### src/rtl/jtframe_credits_wr_pkg.sv
// Shared definitions for the credits message map: address width derivation,
// tile word layout and the control byte codes understood by the writer.
package jtframe_credits_wr_pkg;

  function automatic int msgw_f(input int pages);
    if (pages <= 1)      return 10;
    else if (pages <= 2) return 11;
    else if (pages <= 4) return 12;
    else if (pages <= 8) return 13;
    else                 return 14;
  endfunction

  localparam int PAL_HI  = 8;
  localparam int PAL_LO  = 7;
  localparam int CHAR_HI = 6;
  localparam int CHAR_LO = 0;

  localparam logic [7:0] CC_PAL0 = 8'h01;
  localparam logic [7:0] CC_PAL1 = 8'h02;
  localparam logic [7:0] CC_PAL2 = 8'h03;
  localparam logic [7:0] CC_PAL3 = 8'h04;
  localparam logic [7:0] CC_TAB  = 8'h09;
  localparam logic [7:0] CC_LF   = 8'h0A;
  localparam logic [7:0] CC_FF   = 8'h0C;
  localparam logic [7:0] CC_CR   = 8'h0D;
  localparam logic [7:0] CC_HOME = 8'h1E;

  typedef enum logic [2:0] {
    CUR_NONE,
    CUR_ADV,
    CUR_TAB,
    CUR_NL,
    CUR_CR,
    CUR_HOME
  } cur_op_e;

  typedef enum logic {
    ST_CLEAR,
    ST_IDLE
  } wr_state_e;

endpackage

### src/rtl/jtframe_credits_cursor.sv
// Text cursor for the credits map: row/col counters with advance, tab,
// newline, carriage return and home; rows wrap at the last page row.
module jtframe_credits_cursor
  import jtframe_credits_wr_pkg::*;
#(
  parameter int PAGES = 1,
  parameter int RW    = 5
)(
  input  logic          clk,
  input  logic          rst_n,
  input  cur_op_e       op,
  output logic [RW-1:0] row,
  output logic [4:0]    col
);

  localparam logic [RW-1:0] LAST_ROW = RW'(PAGES*32-1);

  logic [RW-1:0] row_inc;

  always_comb begin
    row_inc = (row == LAST_ROW) ? '0 : row + RW'(1);
  end

  always_ff @(posedge clk or negedge rst_n) begin
    if (!rst_n) begin
      row <= '0;
      col <= '0;
    end else begin
      unique case (op)
        CUR_ADV: begin
          col <= col + 5'd1;
          if (col == 5'd31) row <= row_inc;
        end
        CUR_TAB: begin
          // tab stops at 8, 16, 24; from the last stop it behaves as a newline
          if (col[4:3] == 2'b11) begin
            col <= '0;
            row <= row_inc;
          end else begin
            col <= {col[4:3] + 2'd1, 3'b000};
          end
        end
        CUR_NL: begin
          col <= '0;
          row <= row_inc;
        end
        CUR_CR:   col <= '0;
        CUR_HOME: begin
          col <= '0;
          row <= '0;
        end
        default: ;
      endcase
    end
  end

endmodule

### src/rtl/jtframe_credits_wr.sv
// Runtime writer for the credits tile map: decodes a text/control byte stream
// into tile words and runs a full-map clear after reset and on form feed.
module jtframe_credits_wr
  import jtframe_credits_wr_pkg::*;
#(
  parameter int         PAGES    = 1,
  parameter logic [6:0] CLR_CHAR = 7'h20,
  parameter logic [1:0] PAL_RST  = 2'd3,
  localparam int        MSGW     = msgw_f(PAGES)
)(
  input  logic            clk,
  input  logic            rst_n,
  input  logic [7:0]      din,
  input  logic            din_valid,
  output logic            din_ready,
  output logic [MSGW-1:0] msg_addr,
  output logic [8:0]      msg_data,
  output logic            msg_we,
  output logic [MSGW-6:0] cur_row,
  output logic [4:0]      cur_col,
  output logic            busy
);

  wr_state_e       state, state_nx;
  logic [MSGW:0]   clr_addr, clr_nx;
  logic [1:0]      pal, pal_nx;
  logic            we_nx, ready_nx, busy_nx;
  logic [MSGW-1:0] addr_nx;
  logic [8:0]      data_nx;
  cur_op_e         cur_op;
  logic            accept, printable;

  jtframe_credits_cursor #(
    .PAGES (PAGES),
    .RW    (MSGW-5)
  ) u_cursor (
    .clk   (clk),
    .rst_n (rst_n),
    .op    (cur_op),
    .row   (cur_row),
    .col   (cur_col)
  );

  always_comb begin
    state_nx  = state;
    clr_nx    = clr_addr;
    pal_nx    = pal;
    we_nx     = 1'b0;
    addr_nx   = msg_addr;
    data_nx   = msg_data;
    ready_nx  = din_ready;
    busy_nx   = busy;
    cur_op    = CUR_NONE;
    accept    = din_valid && din_ready;
    printable = !din[7] && (din[6:5] != 2'b00);
    unique case (state)
      ST_CLEAR: begin
        // the extra cycle after the last write keeps ready low for a full 2^MSGW window
        if (clr_addr[MSGW]) begin
          state_nx = ST_IDLE;
          ready_nx = 1'b1;
          busy_nx  = 1'b0;
          cur_op   = CUR_HOME;
        end else begin
          we_nx   = 1'b1;
          addr_nx = clr_addr[MSGW-1:0];
          data_nx = {pal, CLR_CHAR};
          clr_nx  = clr_addr + (MSGW+1)'(1);
        end
      end
      ST_IDLE: begin
        if (accept) begin
          if (printable) begin
            we_nx   = 1'b1;
            addr_nx = {cur_row, cur_col};
            data_nx[PAL_HI:PAL_LO]   = pal;
            data_nx[CHAR_HI:CHAR_LO] = din[6:0];
            cur_op  = CUR_ADV;
          end else begin
            unique case (din)
              CC_PAL0, CC_PAL1, CC_PAL2, CC_PAL3: pal_nx = din[1:0] - 2'd1;
              CC_TAB:  cur_op = CUR_TAB;
              CC_LF:   cur_op = CUR_NL;
              CC_CR:   cur_op = CUR_CR;
              CC_HOME: cur_op = CUR_HOME;
              CC_FF: begin
                // address 0 is written right away so the clear starts the next cycle
                state_nx = ST_CLEAR;
                we_nx    = 1'b1;
                addr_nx  = '0;
                data_nx  = {pal, CLR_CHAR};
                clr_nx   = (MSGW+1)'(1);
                ready_nx = 1'b0;
                busy_nx  = 1'b1;
                cur_op   = CUR_HOME;
              end
              default: ;
            endcase
          end
        end
      end
      default: state_nx = ST_CLEAR;
    endcase
  end

  always_ff @(posedge clk or negedge rst_n) begin
    if (!rst_n) begin
      state     <= ST_CLEAR;
      clr_addr  <= '0;
      pal       <= PAL_RST;
      msg_we    <= 1'b0;
      msg_addr  <= '0;
      msg_data  <= '0;
      din_ready <= 1'b0;
      busy      <= 1'b1;
    end else begin
      state     <= state_nx;
      clr_addr  <= clr_nx;
      pal       <= pal_nx;
      msg_we    <= we_nx;
      msg_addr  <= addr_nx;
      msg_data  <= data_nx;
      din_ready <= ready_nx;
      busy      <= busy_nx;
    end
  end

endmodule

### config.mk
export PLATFORM = sky130hd
export DESIGN_NAME = jtframe_credits_wr
export DESIGN_NICKNAME = d
export VERILOG_FILES = /design/src/rtl/jtframe_credits_wr_pkg.sv /design/src/rtl/jtframe_credits_cursor.sv /design/src/rtl/jtframe_credits_wr.sv
export SDC_FILE = /design/constraint.sdc
export NUM_CORES = 1
export LEC_CHECK = 0
export ABC_CLOCK_PERIOD_IN_PS = 4300
export BUFFER_PORTS_ARGS = -buffer_cell sky130_fd_sc_hd__buf_2
export CORE_MARGIN = 2
export CORE_UTILIZATION = 56
export CTS_BUF_LIST = sky130_fd_sc_hd__clkbuf_8
export DETAILED_ROUTE_END_ITERATION = 6
export PLACE_DENSITY = 0.82
export SETUP_SLACK_MARGIN = 0.2
export SLEW_MARGIN = 20
export SYNTH_ARGS = -nofsm -noshare
export SYNTH_HDL_FRONTEND = slang
export SYNTH_SLANG_ARGS = --single-unit
### constraint.sdc
create_clock -name clk -period 4.3 [get_ports clk]
set_clock_uncertainty 0.15 [all_clocks]
set_input_delay 0.645 -clock clk [delete_from_list [all_inputs] [get_ports clk]]
set_output_delay 0.645 -clock clk [all_outputs]
set_load 0.05 [all_outputs]
# == Word-level counts from Yosys, hierarchy flattened ==
# Index checks and enable logic that the tools add are counted.
# Widths: inputs -> output; s select.
# classes
add_sub_neg,5
eq_ne,25
mux,46
bitwise_logic,2
reduce_logical,15
# ops
operator,count
$mux 11,4
$mux 10,4
$mux 9,4
$eq 8x4->1 const B,4
$pmux 11 s2,1
$mux 5,4
$pmux 10 s2,1
$pmux 5 s4,1
$pmux 9 s2,1
$eq 8x2->1 const B,2
$mux 1,16
$pmux 5 s3,1
$pmux 3 s4,1
$reduce_and 4->1,3
$add 11x1->11 const B,1
$add 5x1->5 const B,2
$eq 5x5->1 const B,2
$mux 3,3
$reduce_and 3->1,3
$eq 8x1->1 const B,1
$eq 8x3->1 const B,1
$eq 8x5->1 const B,1
$ne 2x1->1 const B,4
$pmux 1 s2,4
other kinds (18),24
# word_totals
reg_bits,46
inputBits,11
out_inout_bits,32
elab_cells,104

# == Longest topological paths before layout ==
# logic_depth
depth_word,9
depth_mapped,8
ltp_nobuf,8

# == Cells and area by module ==
# From an unflattened synthesis, not the netlist that was laid out.
# unflattened
hier_cells,237
hier_area_um2,2503.7
# by_module_without_submodules
module,n_inst,cells_each,area_per_inst_um2,seq_area_each_um2
jtframe_credits_wr,1,170,1850.5,904.6
jtframe_credits_cursor,1,67,653.1,250.2

# == Worst setup path before layout ==
# No wires, ideal clock.
# synth_timing
path_type,input-to-reg
startpoint,input din[0]
endpoint,register u_cursor.row[3]
setup_ns,0.093
t_arrival_ns,2.336
required_time_ns,4.057
slack_ns,1.722
cell_stages,8
path_buffers,0
cell_sequence,inv_1 -> ha_1 -> nand4b_1 -> a21o_1 -> a32oi_2 -> a22oi_2 -> or3b_4 -> o31ai_2
# synth_between
elab_chain_len,9
elab_cells_between_ends,19
cone_classes,eq/ne (11); mux (5); reduce/logical (3)
# synth_lines
item,line,source
start: declaration,jtframe_credits_wr.sv:13,"input logic [7:0] din,"
$eq 8x4->1 or $eq 8x5->1 (tied branches),jtframe_credits_wr.sv:80,unique case (din)
$reduce_or 2->1 (no line),n/a,
$pmux 3 s4 (*),jtframe_credits_wr.sv:80,
$mux 3 (*),jtframe_credits_wr.sv:73,if (printable) begin
$mux 3 (*),jtframe_credits_wr.sv:72,if (accept) begin
$pmux 3 s2 (*),jtframe_credits_wr.sv:56,unique case (state)
"$eq 3x2->1, or another cell as far along",jtframe_credits_cursor.sv:29,unique case (op)
$ne 2x1->1 (no line) or $reduce_bool 4->1 (tied branches),n/a,
$reduce_and 3->1 (no line),n/a,
end signal: assignment,jtframe_credits_cursor.sv:32,if (col == 5'd31) row <= row_inc;
end signal: assignment,jtframe_credits_cursor.sv:38,row <= row_inc;
end signal: assignment,jtframe_credits_cursor.sv:45,row <= row_inc;
end: declaration,jtframe_credits_cursor.sv:12,"output logic [RW-1:0] row,"
# Every way passes the cells marked *; elsewhere a longest branch is shown, timed or not.
# A chain may end at the register's enable or synchronous reset.

# == Worst setup path after layout ==
# layout_timing
startpoint,register state
endpoint,register u_cursor.row[3]
# layout_between
elab_chain_len,5
elab_cells_between_ends,11
cone_classes,eq/ne (6); mux (2); bitwise (1); reduce/logical (2)
# layout_lines
item,line,source
start: declaration,jtframe_credits_wr.sv:24,"wr_state_e state, state_nx;"
start signal: assignment,jtframe_credits_wr.sv:117,state <= state_nx;
$not 1->1,n/a,
$pmux 3 s2 (*),jtframe_credits_wr.sv:56,
"$eq 3x2->1, or another cell as far along",jtframe_credits_cursor.sv:29,
$ne 2x1->1 (no line) or $reduce_bool 4->1 (tied branches),n/a,
$reduce_and 3->1 (no line),n/a,
# Marks and branches as above.

==> impl_results.md <==
* Status: finished, final reports clean
* First-pass GRT wire length at 7.99 mm
* Reg2reg path depth at 6
* Worst slew margin at 62.0%
* Synth-to-layout area growth at 15.2%
* Setup-failing EPs final at 0
* Vert. Die Dim at 68.6 um
* Critical Path, Cell by Cell: nand3_1 > nor4_1 > a2111o_2 > a22oi_2 > or3b_4 > o31ai_2
* Clock network power share at 22.6%
* Unique masters post-synth at 44
* All-Layer GR Usage at 22.8%
* Via density at 5.63
* Most common library cells after synthesis: 43 x dfrtp_1, 40 x nand2_1, 27 x o21ai_0
* Reg-to-reg critical path startpoint: state
* Synth area leaders: dfrtp_1 46%, nand2_1 6.4%, o21ai_0 5.8%
* Asr flop ratio synth at 100%
* Post-route worst setup slack at 1.46 ns
* Setup TNS at 0 ns
* Comb pwr share at 31.6%
* Syn_nets at 269
* Max Fclk at 0.353 GHz
* Worst Hold Class: input port to asynchronous set/reset pin
* Flop2flop setup slack at 1.46 ns
* Final Hold Fails at 0
* Number of global-route vias before repair at 1762
* Root buf cell: clkbuf_8
* Worst path max stage delay at 0.68 ns
* Routability cong. at 0.910
* Number of enable flip-flop cells after synthesis at 0
* Residual DRC count at 0
* CP delay by family, top: simple AND/OR/NAND/NOR gates
* Most numerous cell in the Yosys netlist: dfrtp_1
* Worst-path maximum fanout at 17
* # diodes at 0
* Pin count of the biggest net entering global routing at 47
* Initial DRC Count at 190
* Starting Density at 58.5%
* Buffers added on ports at 42
* Layout cell share with drive strength beyond 1 at 22.7%
* Detailed placement HPWL at 3.70 mm
* Switching Fraction at 41.5%
* Router iterations before antenna repair at 4
* Psw at 507 uW
* Die ar. at 4710 um^2
* Initial antenna violation count at 0
* Maxcap violations at 0
* Final ANT Viol Nets at 0
* Final period util at 65.9%
* Post-CTS Setup Bufs at 0
* Place WS at 1.26 ns
* Share of the synthesized area in the top cell type at 46.0%
* Primary FF master, synth: dfrtp_1
* WP data arrival at 2.89 ns
* Post-Synthesis Cell Area at 2340 um^2
* Flop pwr share at 45.8%
* CP bufs+invs at 0
* Final #Nets at 311
* CTS tree: done
* Clk sinks at 46
* Total chip power at 1220 uW
* DIE WIDTH at 68.6 um
* Post-Syn Instances at 248
* RSZ-0062 raised after global routing: false
* Hold_buf cts at 0
* Int Pwr at 715 uW
* Drt total wl at 5.06 mm
* Worst path slowest cell: dfrtp_1
* Core Region at 4000 um^2
* Tmin final at 2.84 ns
* Max clock buf depth at 2
* WL per Instance at 14.8 um
* WP data required at 4.35 ns
* FP Rows at 23
* Yosys warns at 0
* Max-slew violations at 0
* Worst setup SP type: register
* Setup Crit Path Kind: register to register
* Leading area contributor after synthesis: dfrtp_1
* Pwr/cell area at 453 nW/um^2
* H-tree depth at 2
* Latest clock arrival within the worst-skew pair at 0.30 ns
* Worst-path clk slew at 0.09 ns
* Num CTS Buffers at 5
* Via count at 1919
* R2R Path End: u_cursor.row[3]
* Dpl cells at 333
* Worst slew pin tran at 0.565 ns
* Ports at 43
* Crit end category: register
* Post-CTS Resized at 0
* Max VDD drop at 0.224 mV
* Leak pwr at 0.00123 uW
* Congestion Overflow GR at 0
* Number of synthesized register bits at 46
* Finished Layout Cells at 341
* Register area share after synthesis at 49.4%
* Mean Syn Cell Area at 9.43 um^2
[how the worst max path moves through the flow]
stage / depth (start not counted) / slack, ns / startpoint / to
after CTS: 6 / 1.51 / state / u_cursor.row[3]
after global placement: 9 / 1.44 / din[0] / u_cursor.row[3]
final: 6 / 1.46 / state / u_cursor.row[3]
after detailed placement: 9 / 1.26 / din[0] / u_cursor.row[3]
after global routing: 6 / 1.31 / state / u_cursor.row[3]
after floorplan: 8 / 1.72 / din[0] / u_cursor.row[3]
[sequential cells by signal, summed over array words and instances (netlist names)]
name and cells:
clr_addr 11, msg_addr 10, msg_data 9, u_cursor.col 5, u_cursor.row 5, pal 2
busy 1, din_ready 1, msg_we 1, state 1
[per-layer routing]
metal	vias to the layer above	GRT usage [%]	share of wire (%)
met5	-	0	0
met4	0	7.00	1.3
met3	9	5.68	5.2
met2	52	36.3	48
met1	914	30.6	46
li1	944	-	-
[per-stage QoR]
step                      utilization [%]  hold WS, ns  instance area, um^2
after CTS                            67.3        0.336                 2690
final                                67.4        0.175                 2700
after detailed placement             65.0        0.316                 2600
after global placement               65.0        0.309                 2600
after global routing                 67.4        0.228                 2700
after floorplan                         -        0.199                 2340
[kinds of logic after synthesis]
| family | share of synthesized area (%) |
|---|---|
| simple gates | 22.6 |
| compound gates | 15.2 |
| flops | 49.4 |
| buf+inv | 2.78 |
| fa+ha+maj | 5.35 |
| xor+xnor | 3.37 |
| mux | 1.39 |
[layout by cell type (no fill, tap or decap), drive strengths merged, types with 3 or more instances in the layout]
cell type	n
clkbuf	5
dfrtp	43
nor4	3
dfstp	3
o21ai	28
a21oi	17
nand2	40
o22ai	3
and3	3
buf	44
or3	4
nor2	19
ha	10
xnor2	3
xor2	6
inv	9
nor2b	13
nand3	6
nand4	4
[layout make-up]
cell class | instances | area (um^2)
flip-flops and latches | 46 | 1150
inverters | 8 | 30.0
repair buffers | 44 | 228
clock inverters | 3 | 23.8
multi-input cells | 185 | 1130
well taps | 50 | 62.6
fillers | 320 | 1310
clock buffers | 5 | 68.8
[power groups by stage]
stage,clock network (uW),logic [uW],registers [uW]
3_3_place_gp,0,381,564
3_5_place_dp,0,389,566
5_1_grt,294,420,570
2_1_floorplan,0,114,734
4_1_cts,276,390,558
6_report,276,386,559
No activity file was read; power rests on OpenSTA's default activity.
